`src/rtl/hazard_pkg.sv`:
```
// rtl/hazard_pkg.sv - shared types and constants for the hazard stall controller
//
// Purpose: FSM state encoding, the architectural zero register number and
//          the legal range of the mult/div occupancy parameter.
// Ports:   none (package).

package hazard_pkg;

  typedef enum logic {
    RUN  = 1'b0,
    BUSY = 1'b1
  } state_e;

  localparam logic [4:0] REG_ZERO = 5'd0;

  // Legal range of MULDIV_LATENCY. The 4-bit down-counter holds at most
  // MULDIV_LATENCY-2 = 14.
  localparam int MULDIV_LATENCY_MIN = 1;
  localparam int MULDIV_LATENCY_MAX = 16;

  // Forces an out-of-range latency into the legal window so the counter
  // load value always fits.
  function automatic int clamp_muldiv_latency(input int lat);
    if (lat < MULDIV_LATENCY_MIN) return MULDIV_LATENCY_MIN;
    if (lat > MULDIV_LATENCY_MAX) return MULDIV_LATENCY_MAX;
    return lat;
  endfunction

endpackage

```
`src/rtl/sat_counter.sv`:
```
// rtl/sat_counter.sv - saturating up-counter
//
// Purpose: counts cycles where inc_in is high, holding at all-ones.
// Ports:
//   clk_in    - clock, rising edge
//   rst_n_in  - synchronous active-low reset, clears the count
//   inc_in    - increment request for this edge
//   count_out - current count (WIDTH bits)

module sat_counter #(
  parameter int WIDTH = 16
) (
  input  logic             clk_in,
  input  logic             rst_n_in,
  input  logic             inc_in,
  output logic [WIDTH-1:0] count_out
);

  logic [WIDTH-1:0] count_q;
  logic [WIDTH-1:0] count_d;

  always_comb begin
    count_d = count_q;
    if (inc_in && (count_q != {WIDTH{1'b1}})) begin
      count_d = count_q + {{(WIDTH-1){1'b0}}, 1'b1};
    end
  end

  always_ff @(posedge clk_in) begin
    if (!rst_n_in) begin
      count_q <= '0;
    end else begin
      count_q <= count_d;
    end
  end

  assign count_out = count_q;

endmodule

```
`src/rtl/hazard_stall_controller.sv`:
```
// rtl/hazard_stall_controller.sv - load-use / mult-div / branch pipeline sequencing
//
// Purpose: resolves hazards that forwarding cannot: inserts a load-use bubble,
//          holds the front of the pipe while a mult/div occupies EX, and
//          squashes IF/ID and ID/EX on a taken branch. Counts stall cycles.
// Ports:
//   clk_in, rst_n_in                    - clock, synchronous active-low reset
//   ID_EX_mem_read_in, ID_EX_RT_in      - load in EX and its destination
//   IF_ID_RS_in, IF_ID_RT_in,
//   IF_ID_uses_rt_in                    - source operands of the ID instruction
//   muldiv_start_in                     - EX instruction is mult/div
//   branch_taken_in                     - branch resolved taken in EX
//   PC_write_out, IF_ID_write_out,
//   ID_EX_write_out                     - pipeline register enables
//   ID_EX_bubble_out, EX_MEM_bubble_out - zero control bits on next edge
//   IF_ID_flush_out, ID_EX_flush_out    - squash controls
//   muldiv_busy_out                     - FSM in BUSY
//   stall_cycles_out                    - saturating count of PC hold cycles

module hazard_stall_controller
  import hazard_pkg::*;
#(
  parameter int MULDIV_LATENCY = 4,
  parameter int PERF_WIDTH     = 16
) (
  input  logic                  clk_in,
  input  logic                  rst_n_in,
  input  logic                  ID_EX_mem_read_in,
  input  logic [4:0]            ID_EX_RT_in,
  input  logic [4:0]            IF_ID_RS_in,
  input  logic [4:0]            IF_ID_RT_in,
  input  logic                  IF_ID_uses_rt_in,
  input  logic                  muldiv_start_in,
  input  logic                  branch_taken_in,
  output logic                  PC_write_out,
  output logic                  IF_ID_write_out,
  output logic                  ID_EX_write_out,
  output logic                  ID_EX_bubble_out,
  output logic                  EX_MEM_bubble_out,
  output logic                  IF_ID_flush_out,
  output logic                  ID_EX_flush_out,
  output logic                  muldiv_busy_out,
  output logic [PERF_WIDTH-1:0] stall_cycles_out
);

  localparam int LAT = clamp_muldiv_latency(MULDIV_LATENCY);
  // A one-cycle mult/div never needs to hold the pipe.
  localparam bit MULDIV_STALLS = (LAT >= 2);
  // The start cycle is the first stall; BUSY then stalls cnt more cycles
  // and releases when cnt reaches zero.
  localparam logic [3:0] CNT_LOAD = MULDIV_STALLS ? 4'(LAT - 2) : 4'd0;

  state_e     state_q, state_d;
  logic [3:0] cnt_q, cnt_d;
  logic       load_use;
  logic       muldiv_fire;

  assign load_use = ID_EX_mem_read_in && (ID_EX_RT_in != REG_ZERO) &&
                    ((ID_EX_RT_in == IF_ID_RS_in) ||
                     (IF_ID_uses_rt_in && (ID_EX_RT_in == IF_ID_RT_in)));

  assign muldiv_fire = MULDIV_STALLS && muldiv_start_in;

  // State register
  always_ff @(posedge clk_in) begin
    if (!rst_n_in) begin
      state_q <= RUN;
      cnt_q   <= 4'd0;
    end else begin
      state_q <= state_d;
      cnt_q   <= cnt_d;
    end
  end

  // Next-state logic
  always_comb begin
    state_d = state_q;
    cnt_d   = cnt_q;
    case (state_q)
      RUN: begin
        if (muldiv_fire) begin
          state_d = BUSY;
          cnt_d   = CNT_LOAD;
        end
      end
      BUSY: begin
        if (cnt_q != 4'd0) begin
          cnt_d = cnt_q - 4'd1;
        end else begin
          state_d = RUN;
        end
      end
      default: begin
        state_d = RUN;
        cnt_d   = 4'd0;
      end
    endcase
  end

  // Output logic; reset forces the defaults regardless of state
  always_comb begin
    PC_write_out      = 1'b1;
    IF_ID_write_out   = 1'b1;
    ID_EX_write_out   = 1'b1;
    ID_EX_bubble_out  = 1'b0;
    EX_MEM_bubble_out = 1'b0;
    IF_ID_flush_out   = 1'b0;
    ID_EX_flush_out   = 1'b0;
    muldiv_busy_out   = 1'b0;
    if (rst_n_in) begin
      case (state_q)
        RUN: begin
          // Priority: mult/div occupancy, then branch squash, then load-use.
          if (muldiv_fire) begin
            PC_write_out      = 1'b0;
            IF_ID_write_out   = 1'b0;
            ID_EX_write_out   = 1'b0;
            EX_MEM_bubble_out = 1'b1;
          end else if (branch_taken_in) begin
            IF_ID_flush_out = 1'b1;
            ID_EX_flush_out = 1'b1;
          end else if (load_use) begin
            PC_write_out     = 1'b0;
            IF_ID_write_out  = 1'b0;
            ID_EX_bubble_out = 1'b1;
          end
        end
        BUSY: begin
          muldiv_busy_out = 1'b1;
          if (cnt_q != 4'd0) begin
            PC_write_out      = 1'b0;
            IF_ID_write_out   = 1'b0;
            ID_EX_write_out   = 1'b0;
            EX_MEM_bubble_out = 1'b1;
          end
        end
        default: begin
          muldiv_busy_out = 1'b0;
        end
      endcase
    end
  end

  sat_counter #(
    .WIDTH(PERF_WIDTH)
  ) u_stall_cnt (
    .clk_in   (clk_in),
    .rst_n_in (rst_n_in),
    .inc_in   (~PC_write_out),
    .count_out(stall_cycles_out)
  );

endmodule

```
`config.mk`:
```
export PLATFORM = sky130hd
export DESIGN_NAME = hazard_stall_controller
export DESIGN_NICKNAME = d
export VERILOG_FILES = /design/src/rtl/hazard_pkg.sv /design/src/rtl/sat_counter.sv /design/src/rtl/hazard_stall_controller.sv
export SDC_FILE = /design/constraint.sdc
export NUM_CORES = 1
export LEC_CHECK = 0
export CAP_MARGIN = 40
export CORE_ASPECT_RATIO = 1.4
export CORE_MARGIN = 2
export CORE_UTILIZATION = 25
export CTS_CLUSTER_SIZE = 40
export DETAILED_ROUTE_END_ITERATION = 8
export GPL_ROUTABILITY_DRIVEN = 1
export SLEW_MARGIN = 20
export SYNTH_ARGS = -nofsm -noshare
export SYNTH_HDL_FRONTEND = slang
export SYNTH_SLANG_ARGS = --single-unit
export TNS_END_PERCENT = 5
```
`constraint.sdc`:
```
create_clock -name clk_in -period 2.81 [get_ports clk_in]
set_input_delay 0.281 -clock clk_in [delete_from_list [all_inputs] [get_ports clk_in]]
set_output_delay 0.281 -clock clk_in [all_outputs]
set_load 0.05 [all_outputs]
```
=== After elaboration in Yosys (flattened, before gate mapping) ===
Index checks and enable logic that the tools add are counted.

* Input bits: 21
* Register bits: 21
* Output and inout port bits: 24
* Word-level logic and storage cells: 47

* Add/sub/neg operators: 2
* Equal/unequal tests: 5
* Bitwise logic cells: 2
* Multiplexer cells: 27
* Reductions and logical operators: 8

{| class="wikitable"
|+ Operator list
! operator !! count
|-
| $mux 1 || 21
|-
| $add 16x1->16 const B || 1
|-
| $ne 16x16->1 const B || 1
|-
| $eq 5x5->1 || 2
|-
| $mux 4 || 2
|-
| $pmux 4 s2 || 1
|-
| $pmux 1 s2 || 3
|-
| $reduce_bool 5->1 || 1
|-
| $logic_and 1x1->1 || 4
|-
| $reduce_bool 4->1 || 1
|-
| $sub 4x1->4 const B || 1
|-
| $ne 2x1->1 const B || 1
|-
| $ne 2x2->1 const B || 1
|-
| $not 1->1 || 2
|-
| $reduce_and 2->1 || 1
|-
| $logic_or 1x1->1 || 1
|}

=== Longest topological paths before layout ===
Gate-level depths: netlist of the first run.

* Word-level depth: 11
* Mapped depth: 9
* Depth with buffers taken out: 8

=== Modules after synthesis ===
A second synthesis of the first run with hierarchy kept.

* Cell total of the unflattened synthesis: 152
* Area, all modules: 1,317.5 µm²

{| class="wikitable"
|+ By module, submodules not included
! module !! cells an instance !! seq. area each (µm²) !! area an instance (µm²) !! instances
|-
| sat_counter || 97 || 320.3 || 837.1 || 1
|-
| hazard_stall_controller || 55 || 100.1 || 480.5 || 1
|}

=== Worst setup path before layout of the first run ===
No wires, ideal clock.

* Path kind: register to register
* From: register state_q
* To: register state_q
* Setup time: 325 ps
* Period minus slack after synthesis: 2,484 ps
* Setup slack: 326 ps
* Buffers on the path: 0
* Cell stages (with the launch flop): 3
* Data arrival time: 2,160 ps
* Data required time: 2,485 ps
* Path through: dfxtp_1 o21ai_0 inv_1

* Longest elaborated chain between the ends: 3

{| class="wikitable"
|+ RTL lines
! element !! RTL line !! source
|-
| start, declared || hazard_stall_controller.sv:53 || <nowiki>state_e state_q, state_d;</nowiki>
|-
| start signal, assigned || hazard_stall_controller.sv:70 || <nowiki>state_q <= state_d;</nowiki>
|-
| $not 1->1 || -- ||
|-
| $pmux 1 s2 * || -- ||
|-
| $mux 1 * || -- ||
|-
| named net EX_MEM_bubble_out || hazard_stall_controller.sv:39 || <nowiki>output logic EX_MEM_bubble_out,</nowiki>
|}

The timed path passes the listed nets; every way through them passes the cells marked *.
A chain may end at the register's enable or synchronous reset.

=== Final worst setup path of the first run ===
* From: input ID_EX_RT_in[3]
* To: output PC_write_out

* Longest elaborated chain between the ends: 9
* Elaborated cells on any way between the ends: 12
* Those cells by class: 2 x eq/ne; 5 x mux; 5 x reduce/logical

{| class="wikitable"
|+ RTL lines
! element !! RTL line !! source
|-
| start, declared || hazard_stall_controller.sv:29 || <nowiki>input logic [4:0] ID_EX_RT_in,</nowiki>
|-
| $eq 5x5->1 || hazard_stall_controller.sv:60 || <nowiki>(IF_ID_uses_rt_in && (ID_EX_RT_in == IF_ID_RT_in)));</nowiki>
|-
| $logic_and 1x1->1 || hazard_stall_controller.sv:60 ||
|-
| $logic_or 1x1->1 || hazard_stall_controller.sv:59 || <nowiki>((ID_EX_RT_in == IF_ID_RS_in) ||</nowiki>
|-
| $logic_and 1x1->1 * || hazard_stall_controller.sv:58 || <nowiki>assign load_use = ID_EX_mem_read_in && (ID_EX_RT_in != REG_ZERO) &&</nowiki>
|-
| $mux 1 * || hazard_stall_controller.sv:122 || <nowiki>end else if (load_use) begin</nowiki>
|-
| $mux 1 * || hazard_stall_controller.sv:119 || <nowiki>end else if (branch_taken_in) begin</nowiki>
|-
| $mux 1 * || hazard_stall_controller.sv:114 || <nowiki>if (muldiv_fire) begin</nowiki>
|-
| $pmux 1 s2 * || hazard_stall_controller.sv:111 || <nowiki>case (state_q)</nowiki>
|-
| $mux 1 * || hazard_stall_controller.sv:110 || <nowiki>if (rst_n_in) begin</nowiki>
|-
| end, declared || hazard_stall_controller.sv:35 || <nowiki>output logic PC_write_out,</nowiki>
|}

Mark *: on every way between the ends. The rest lies on a longest branch, timed or not.

==> flow_metrics.tcl, run 1 <==
set metrics [dict create \
    outcome "completed" \
    floorplan.core_area_um2 5160 \
    grt_antenna_before_repair 0 \
    layout.cells.most_common_list "sky130_fd_sc_hd__clkdlybuf4s50_1 (36), sky130_fd_sc_hd__dfxtp_1 (21), sky130_fd_sc_hd__nand2_1 (17)" \
    vias_per_cell 4.90 \
    grt_pass1_wl_mm 6.05 \
    dp_hpwl_mm 2.74 \
    synthArstFlopShare_pct 0 \
    cts.repair.resized 0 \
    global_placer_s_final_weighted_congestion 0.768 \
    grt-ovfl-total 0 \
    multi_input_comb_area_um2 846 \
    critPathArrivalTime_ns 2.25 \
    fin_setup_tns_ns 0 \
    fin_crit_sh_pct 89.9 \
    cts_setup_buffers 0 \
    syn-cell-area_um2 1340 \
    cell_chain_critical_path "clkdlybuf4s50_1, xor2_1, nor4_1, a32oi_1, o21ai_0, nand2_1, buf_12" \
    path_clk_slew_ns 0.09 \
    synthFlopType "sky130_fd_sc_hd__dfxtp_1" \
    grt_start_max_net_pins 14 \
    detail_route.wl_per_cell_um 12.4 \
    timing.critical_path.max_delay_family "buffers and inverters" \
    htree_levels 1 \
    post_cts_hold_buffer_count 0 \
    dp_cells 275 \
    met3_wirelength_um 196 \
    drtPass1Iterations 4 \
    post_layout_nonfiller_instances 279 \
    filler_cell_count 547 \
    vdd_ir_drop_max_uv 153 \
    avgSynthCellArea_um2 7.91 \
    r2r_slack_ns 0.56 \
    tritoncts_clock_tree "built" \
    drv.max_cap_violation_count 0 \
    total_leakage_power_nw 0.653 \
    critPathMaxStageDelay_ns 0.46 \
    timing_max_transition_violations_final 0 \
    powerDensity_nw_per_um2 380 \
    postSynthNetCount 193 \
    final_period_minus_worst_setup_slack_ns 2.53 \
    synth_cells 169 \
    synth_edf_count 0 \
    initial_utilization_pct 25.9 \
    ff_latch_area_um2 420 \
    critPathSlowestCell "sky130_fd_sc_hd__clkdlybuf4s50_1" \
    setup_violations 0 \
    hold_path.class "flop to flop" \
    holdPathStages 2 \
    layout.cells.most_common "sky130_fd_sc_hd__clkdlybuf4s50_1" \
    worst-setup-path-type "primary input to primary output" \
    end_kind "primary output" \
    die_height_um 90.5 \
    critPathBufInv 2 \
    max-slew-margin-rel_pct 60.9 \
    wire_length_the_detailed_router_placed_on_met1_mm 1.49 \
    synthesis.yosys.warnings 0 \
    vias_in_the_first_global_route 1323 \
    r2r_start "u_stall_cnt.count_out[0]" \
    diodes 0 \
    worst_flop_to_flop_path_endpoint "u_stall_cnt.count_out[6]" \
    floorplan.die.width_um 65.8 \
    root_buffer_cell "sky130_fd_sc_hd__clkbuf_8" \
    die_area_um2 5950 \
    fin_util_pct 37.1 \
    io_pins 45 \
    grt.total_usage_pct 12.7 \
    drive_gt1_share_pct 8.45 \
    timing.clock.skew_ns 0.0105 \
    final_layout_net_count 238 \
    wirelength_mm 3.47 \
    detail-route-antenna-nets 0 \
    via_count 1367 \
    worstMarginPinSlew_ns 0.582 \
    detail_route.drc_violations 0 \
    report.final.hold_viol_count 0 \
    worst-endpoint-required_ns 2.53 \
    number_of_rows_created_at_floorplan 31 \
    area.growth.synth_to_final_pct 43.3 \
    critPathLaunchType "primary input" \
    synth.lib_cells_used.distinct 39 \
    unrepaired_setup_endpoints_after_global_routing "false" \
    portBuffers 44 \
    yosys_register_bits 21 \
    finalHoldWorstSlack_ns 0.500 \
    highest_layer "met4" \
    reg2reg_depth 7 \
    clock_insertion_delay_at_the_later_pin_of_the_skew_report_ns 0.27 \
    capture_endpoint_of_the_worst_hold_path "u_stall_cnt.count_out[15]" \
    route.met2.wl_mm 1.69 \
    fmaxAchievable_ghz 0.396 \
    worstPathMaxFanout 5 \
    clockBufferDepth 2 \
    synth.yosys.seq_area_share_pct 31.5 \
    min-delay-start "u_stall_cnt.count_out[15]" \
    cts-buffers-inserted 3 \
    tritoncts_num_sinks 21 \
    starting_drt_drc_count 57 \
]
==> logic make-up (layout without fill, tap and decap cells) <==
logic type / count (synthesis) / after routing / synth area share (%)
AND/OR/NAND/NOR: 75 / 75 / 30.5
AO/OA/AOI/OAI: 41 / 41 / 19.7
flip-flops: 21 / 21 / 31.5
buffers and inverters: 14 / 58 / 5.24
XOR/XNOR: 10 / 10 / 6.55
multiplexers: 5 / 5 / 3.75
adder cells (fa/ha/maj): 3 / 3 / 2.81
==> cell usage after synthesis (4+ instances only) <==
library cell / count / area share [%]
sky130_fd_sc_hd__mux2i_1: 5 / 3.7
sky130_fd_sc_hd__dfxtp_1: 21 / 31
sky130_fd_sc_hd__or3_1: 4 / 1.9
sky130_fd_sc_hd__a21oi_1: 9 / 3.4
sky130_fd_sc_hd__nand2b_1: 5 / 2.3
sky130_fd_sc_hd__o21ai_0: 11 / 4.1
sky130_fd_sc_hd__nor2_1: 11 / 3.1
sky130_fd_sc_hd__o31ai_1: 4 / 2.2
sky130_fd_sc_hd__nand2_1: 17 / 4.8
sky130_fd_sc_hd__nor4_1: 5 / 2.3
sky130_fd_sc_hd__inv_1: 7 / 2.0
sky130_fd_sc_hd__nor3_1: 5 / 1.9
sky130_fd_sc_hd__o211ai_1: 5 / 2.8
sky130_fd_sc_hd__nand3_1: 8 / 3.0
sky130_fd_sc_hd__xor2_1: 9 / 5.9
==> per-layer routing <==
| metal | up-vias | global-route usage, % |
|---|---|---|
| li1 | 703 | - |
| met1 | 617 | 15.1 |
| met2 | 42 | 21.6 |
| met3 | 5 | 2.00 |
| met4 | 0 | 6.25 |
| met5 | - | 0 |
==> per-stage QoR <==
step | area, um2 | setup WS [ns] | power, mW
6_report | 1910 | 0.284 | 0.728
5_1_grt | 1910 | 0.106 | 0.767
4_1_cts | 1910 | 0.274 | 0.736
3_5_place_dp | 1870 | 0.254 | 0.529
3_3_place_gp | 1870 | 0.322 | 0.528
2_1_floorplan | 1340 | 0.326 | 0.444
==> power by group <==
group	leakage (nW)	internal, mW	switching [mW]
clock	0.0255	0.0992	0.108
combinational	0.458	0.0884	0.110
sequential	0.170	0.309	0.0140
==> worst register-to-register path, cell delays in order (launching register included) <==
cell and delay (ns):
sky130_fd_sc_hd__dfxtp_1 0.44, sky130_fd_sc_hd__ha_1 0.25, sky130_fd_sc_hd__nand3_1 0.11, sky130_fd_sc_hd__or3_1 0.38, sky130_fd_sc_hd__o21ai_1 0.37, sky130_fd_sc_hd__nor4_1 0.16
sky130_fd_sc_hd__or3_1 0.38, sky130_fd_sc_hd__a21oi_1 0.12
==> sequential cells by signal (all words and copies together), names as in the netlist <==
register               flops
cnt_q                      4
state_q                    1
u_stall_cnt.count_out     16
==> final cells by class <==
| class | instances | area share (%) |
|---|---|---|
| multi-input combinational | 134 | 44.2 |
| inverter | 7 | 1.37 |
| clock buffer | 3 | 2.16 |
| tap | 66 | 4.31 |
| clock inverter | 1 | 0.261 |
| sequential | 21 | 22.0 |
| timing repair buffer | 47 | 25.8 |
==> worst max-delay path by stage <==
stage                               from  depth (start not counted)                        to
after floorplan                  state_q                          2                   state_q
after global placement    ID_EX_RT_in[3]                          7  u_stall_cnt.count_out[5]
after detailed placement  ID_EX_RT_in[2]                          7  u_stall_cnt.count_out[5]
after CTS                 ID_EX_RT_in[2]                          7              PC_write_out
after global routing      ID_EX_RT_in[2]                          7              PC_write_out
final                     ID_EX_RT_in[3]                          7              PC_write_out
Note: power is estimated with default switching activity, not from simulation.
==> run 2, diff against run 1 <==
ABC_AREA = 1   (was unset)
CTS_CLUSTER_DIAMETER = 80   (was unset)
==> flow_metrics.tcl, run 2 <==
set metrics [dict create \
    synth_edf_count 0 \
    yosys.cell_count.top_type "sky130_fd_sc_hd__nand2_1" \
    detail_route.wl_per_cell_um 11.2 \
    detail-route-antenna-nets 0 \
    synth_top_cells_by_count "sky130_fd_sc_hd__nand2_1 (67), sky130_fd_sc_hd__inv_1 (30), sky130_fd_sc_hd__nor2_1 (30)" \
    postLayoutCellArea_um2 2040 \
    syn-cell-area_um2 1520 \
    postSynthNetCount 261 \
    tritoncts_clock_tree "built" \
    worst-endpoint-required_ns 2.53 \
    grt_antenna_before_repair 0 \
    critPathBufInv 2 \
    layout.cells.most_common "sky130_fd_sc_hd__nand2_1" \
    powerDensity_nw_per_um2 359 \
    synth_area_leaders "sky130_fd_sc_hd__dfxtp_1 (28%), sky130_fd_sc_hd__nand2_1 (17%), sky130_fd_sc_hd__inv_1 (7.4%)" \
    end_kind "primary output" \
    hold_path.class "flop to flop" \
    timing.critical_path.max_delay_family "buffers and inverters" \
    synthFlopType "sky130_fd_sc_hd__dfxtp_1" \
    finalHoldWorstSlack_ns 0.475 \
    final_layout_net_count 304 \
    max_ffs_per_register 16 \
    power.combinational.fraction_pct 28.5 \
    htree_levels 1 \
    critPathArrivalTime_ns 2.04 \
    filler_cell_count 649 \
    cts_setup_buffers 0 \
    critPathMaxStageDelay_ns 0.81 \
    worst-setup-path-type "primary input to primary output" \
    fin_setup_tns_ns 0 \
    fmaxAchievable_ghz 0.432 \
    number_of_rows_created_at_floorplan 33 \
    clockBufferDepth 2 \
    drive_gt1_share_pct 11.1 \
    dp_cells 345 \
    vias_in_the_first_global_route 1609 \
    synth.yosys.seq_area_share_pct 27.7 \
    starting_drt_drc_count 41 \
    net-switching-power_uw 247 \
    grt.total_usage_pct 12.0 \
    power.switching_fraction_pct 33.7 \
    diodes 0 \
    worstPathMaxFanout 4 \
    post_layout_nonfiller_instances 349 \
    critPathLaunchType "primary input" \
    outcome "completed" \
    timing.clock.skew_ns 0.00502 \
    worstMarginPinSlew_ns 0.506 \
    floorplan.core_area_um2 5860 \
    drtPass1Iterations 4 \
    floorplan.die.width_um 69.9 \
    die_area_um2 6720 \
    root_buffer_cell "sky130_fd_sc_hd__clkbuf_8" \
    synthArstFlopShare_pct 0 \
    timing_max_transition_violations_final 0 \
    report.final.hold_viol_count 0 \
    total_leakage_power_nw 0.838 \
    dp_hpwl_mm 2.89 \
    portBuffers 44 \
    vias_per_cell 4.56 \
    layout.cells.most_common_list "sky130_fd_sc_hd__nand2_1 (67), sky130_fd_sc_hd__clkdlybuf4s50_1 (39), sky130_fd_sc_hd__inv_1 (30), sky130_fd_sc_hd__nor2_1 (30), sky130_fd_sc_hd__dfxtp_1 (21)" \
    seqPwrFrac_pct 43.5 \
    drv.max_cap_violation_count 0 \
    avgSynthCellArea_um2 6.40 \
    area.growth.synth_to_final_pct 34.5 \
    power.total_uw 732 \
    via_count 1593 \
    detail_route.drc_violations 0 \
    cellInternalPower_uw 486 \
    grt-ovfl-total 0 \
    detailed_place.area_um2 2000 \
    unrepaired_setup_endpoints_after_global_routing "false" \
    area_share_of_the_leading_cell_type_in_the_synthesized_netlist_pct 27.7 \
    setup_violations 0 \
    synth_largest_area_cell "sky130_fd_sc_hd__dfxtp_1" \
    cell_chain_critical_path "clkdlybuf4s50_1, nor2_1, nand2_1, nor2_1, clkdlybuf4s50_1" \
    global_placer_s_final_weighted_congestion 0.848 \
    yosys_register_bits 21 \
    wirelength_mm 3.92 \
    post_cts_hold_buffer_count 0 \
    tritoncts_num_sinks 21 \
    synth_cells 237 \
    critPathSlowestCell "sky130_fd_sc_hd__clkdlybuf4s50_1" \
    clock_insertion_delay_at_the_later_pin_of_the_skew_report_ns 0.26 \
    cts-buffers-inserted 3 \
    path_clk_slew_ns 0.08 \
    cts.repair.resized 0 \
    fin_crit_sh_pct 82.4 \
    die_height_um 96.2 \
    synthesis.yosys.warnings 0 \
    max-slew-margin-rel_pct 66.1 \
    initial_utilization_pct 25.9 \
    clock_power_share_pct 28.1 \
    final_period_minus_worst_setup_slack_ns 2.32 \
    io_pins 45 \
    grt_start_max_net_pins 19 \
    vdd_ir_drop_max_uv 194 \
    synth.lib_cells_used.distinct 27 \
    grt_pass1_wl_mm 6.77 \
]
==> run 2: layout make-up <==
cell class | count | area (um2) | area share [%]
Clock buffer | 4 | 45.0 | 2.21
Inverter | 37 | 140 | 6.86
Multi-Input combinational cell | 172 | 913 | 44.7
Sequential cell | 21 | 420 | 20.6
Tap cell | 70 | 87.6 | 4.29
Timing Repair Buffer | 45 | 435 | 21.3
==> run 2: power groups by stage <==
stage	clock (mW)	combinational [mW]	sequential (mW)
after floorplan	0	0.130	0.332
after global placement	0	0.206	0.325
after detailed placement	0	0.209	0.325
after CTS	0.213	0.210	0.318
after global routing	0.225	0.230	0.320
final	0.206	0.209	0.318
==> run 2: routing by layer <==
metal | part of all wire (%) | vias to the layer above | global-route usage, %
met5 | 0 | - | 0
met4 | 0.71 | 0 | 2.88
met3 | 4.2 | 4 | 1.78
met2 | 49 | 31 | 22.9
met1 | 46 | 724 | 14.0
li1 | - | 834 | -
==> run 2: per-stage QoR <==
step	util, %	setup WS (ns)
floorplan	-	0.312
global placement	34.1	0.517
detailed placement	34.1	0.492
CTS	34.8	0.489
global route	34.8	0.395
finish	34.8	0.494
==> run 2: cell families (layout without fill, tap and decap cells) <==
kind of cell               count (synthesis)  after routing  share of synthesized area [%]
AOI/OAI and AO/OA                         20             20                           8.82
xor gates and xnor gates                  12             12                           6.92
adders and majority gates                  3              3                           2.47
buffers and inverters                     44             86                           12.1
DFF                                       21             21                           27.7
and+or+nand+nor                          137            137                           42.0
==> run 2: path summary, 6_finish.rpt <==
| kind | startpoint | to | slack [ns] | depth (start not counted) |
|---|---|---|---|---|
| max reg2reg | u_stall_cnt.count_out[0] | u_stall_cnt.count_out[0] | 0.94 | 10 |
| min reg2reg | cnt_q[0] | cnt_q[0] | 0.47 | 1 |
| min | cnt_q[0] | cnt_q[0] | 0.47 | 1 |
| max | muldiv_start_in | ID_EX_flush_out | 0.49 | 5 |
==> run 3, diff against run 2 <==
clock period = 2.42 ns   (was 2.81 ns; I/O delays follow)
==> flow_metrics.tcl, run 3 (synthesis gave the netlist of run 2 again) <==
set metrics [dict create \
    critPathArrivalTime_ns 1.95 \
    total_leakage_power_nw 0.864 \
    grt_util_met3_pct 1.99 \
    clockBufferDepth 2 \
    vdd_ir_drop_max_uv 246 \
    global_placer_s_final_weighted_congestion 0.816 \
    diodes 0 \
    fmaxAchievable_ghz 0.457 \
    layout.cells.most_common_list "sky130_fd_sc_hd__nand2_1 (67), sky130_fd_sc_hd__clkdlybuf4s50_1 (36), sky130_fd_sc_hd__inv_1 (30)" \
    portBuffers 44 \
    timing.clock.skew_ns 0.00388 \
    fin_crit_sh_pct 90.5 \
    fin_setup_tns_ns 0 \
    max_ffs_per_register 16 \
    detail_route.wl_per_cell_um 11.3 \
    filler_cell_count 648 \
    crit_path_start "cnt_q[0]" \
    timing_max_transition_violations_final 0 \
    grt_pass1_wl_mm 6.89 \
    starting_drt_drc_count 30 \
    final_period_minus_worst_setup_slack_ns 2.19 \
    routing_usage_on_met2_pct 22.4 \
    report.final.hold_viol_count 0 \
    powerDensity_nw_per_um2 415 \
    hold_path.class "flop to flop" \
    cell_chain_critical_path "inv_1, ha_1, nand4_1, inv_1, nor2_1, inv_1, nor2_2, inv_1, buf_12" \
    io_pins 45 \
    drive_gt1_share_pct 13.5 \
    die_height_um 96.2 \
    grt.total_usage_pct 12.3 \
    floorplan.die.width_um 69.9 \
    unrepaired_setup_endpoints_after_global_routing "false" \
    critPathBufInv 5 \
    area.growth.synth_to_final_pct 37.9 \
    outcome "completed" \
    htree_levels 1 \
    top_usage_layer "met2" \
    max-slew-margin-rel_pct 66.2 \
    tritoncts_num_sinks 21 \
    postLayoutCellArea_um2 2090 \
    grt-ovfl-total 0 \
    vias_per_cell 4.57 \
    critPathLaunchType "flop" \
    worstPathMaxFanout 5 \
    floorplan.core_area_um2 5860 \
    detail_route.drc_violations 0 \
    via_count 1605 \
    r2r_start "u_stall_cnt.count_out[0]" \
    path_clk_slew_ns 0.09 \
    layout.cells.most_common "sky130_fd_sc_hd__nand2_1" \
    cts.repair.resized 0 \
    drtPass1Iterations 4 \
    wirelength_mm 3.98 \
    finalHoldWorstSlack_ns 0.469 \
    number_of_rows_created_at_floorplan 33 \
    cts_setup_buffers 0 \
    min-delay-start "cnt_q[0]" \
    clock_insertion_delay_at_the_later_pin_of_the_skew_report_ns 0.27 \
    drv.max_cap_violation_count 0 \
    initial_utilization_pct 25.9 \
    die_area_um2 6720 \
    setup_violations 0 \
    worst-setup-path-type "flop to primary output" \
    worstMarginPinSlew_ns 0.505 \
    grt_start_max_net_pins 19 \
    global_route.usage.met1_pct 14.3 \
    cts-buffers-inserted 3 \
    detail-route-antenna-nets 0 \
    post_cts_hold_buffer_count 0 \
    worst-endpoint-required_ns 2.18 \
    grt_antenna_before_repair 0 \
    critPathSlowestCell "sky130_fd_sc_hd__dfxtp_1" \
    root_buffer_cell "sky130_fd_sc_hd__clkbuf_8" \
    critical_path.most_common_cell "sky130_fd_sc_hd__inv_1" \
    vias_in_the_first_global_route 1618 \
    final_layout_net_count 306 \
    end_kind "primary output" \
    detailed_place.area_um2 2040 \
    critPathMaxStageDelay_ns 0.35 \
    tritoncts_clock_tree "built" \
    dp_hpwl_mm 2.98 \
    fin_util_pct 35.7 \
    timing.critical_path.max_delay_family "buffers and inverters" \
]
==> run 3: cell types whose count changed in the layout (fill, tap and decap cells not counted) <==
cell,delta
sky130_fd_sc_hd__buf_4,+2
sky130_fd_sc_hd__clkbuf_1,-1
sky130_fd_sc_hd__clkinvlp_4,+1
sky130_fd_sc_hd__nor2_2,+1
sky130_fd_sc_hd__clkdlybuf4s50_1,-3
sky130_fd_sc_hd__nor2_1,-1
sky130_fd_sc_hd__buf_12,+3
==> run 3: power breakdown <==
group          leakage, nW  switching (mW)  internal [mW]
combinational        0.671           0.156         0.0985
clock               0.0217           0.129          0.116
sequential           0.170          0.0104          0.359
==> run 3: worst paths after layout <==
path | to | slack, ns | cells past startpoint
setup / recovery | ID_EX_write_out | 0.23 | 9
hold / removal | cnt_q[0] | 0.47 | 1
hold reg to reg | cnt_q[0] | 0.47 | 1
setup reg to reg | u_stall_cnt.count_out[0] | 0.59 | 10
==> run 3: cell type report <==
type,count,area (um2),area share (%)
Multi-Input combinational cell,172,916,43.8
Timing Repair Buffer,47,480,23.0
Sequential cell,21,420,20.1
Inverter,37,140,6.69
Tap cell,70,87.6,4.18
Clock buffer,3,41.3,1.97
Clock inverter,1,7.51,0.359
==> run 3: per-layer routing <==
| metal | up-vias | wire length (um) |
|---|---|---|
| met1 | 704 | 1810 |
| met2 | 51 | 1880 |
| li1 | 844 | - |
| met5 | - | 0 |
| met3 | 6 | 232 |
| met4 | 0 | 54 |
==> run 3: metrics by stage <==
stage	power (mW)	setup slack, ns	cells
CTS	0.882	0.190	351
finish	0.869	0.230	351
floorplan	0.538	0.275	237
global route	0.921	0.0417	351
detailed placement	0.634	0.350	347
global placement	0.630	0.366	347
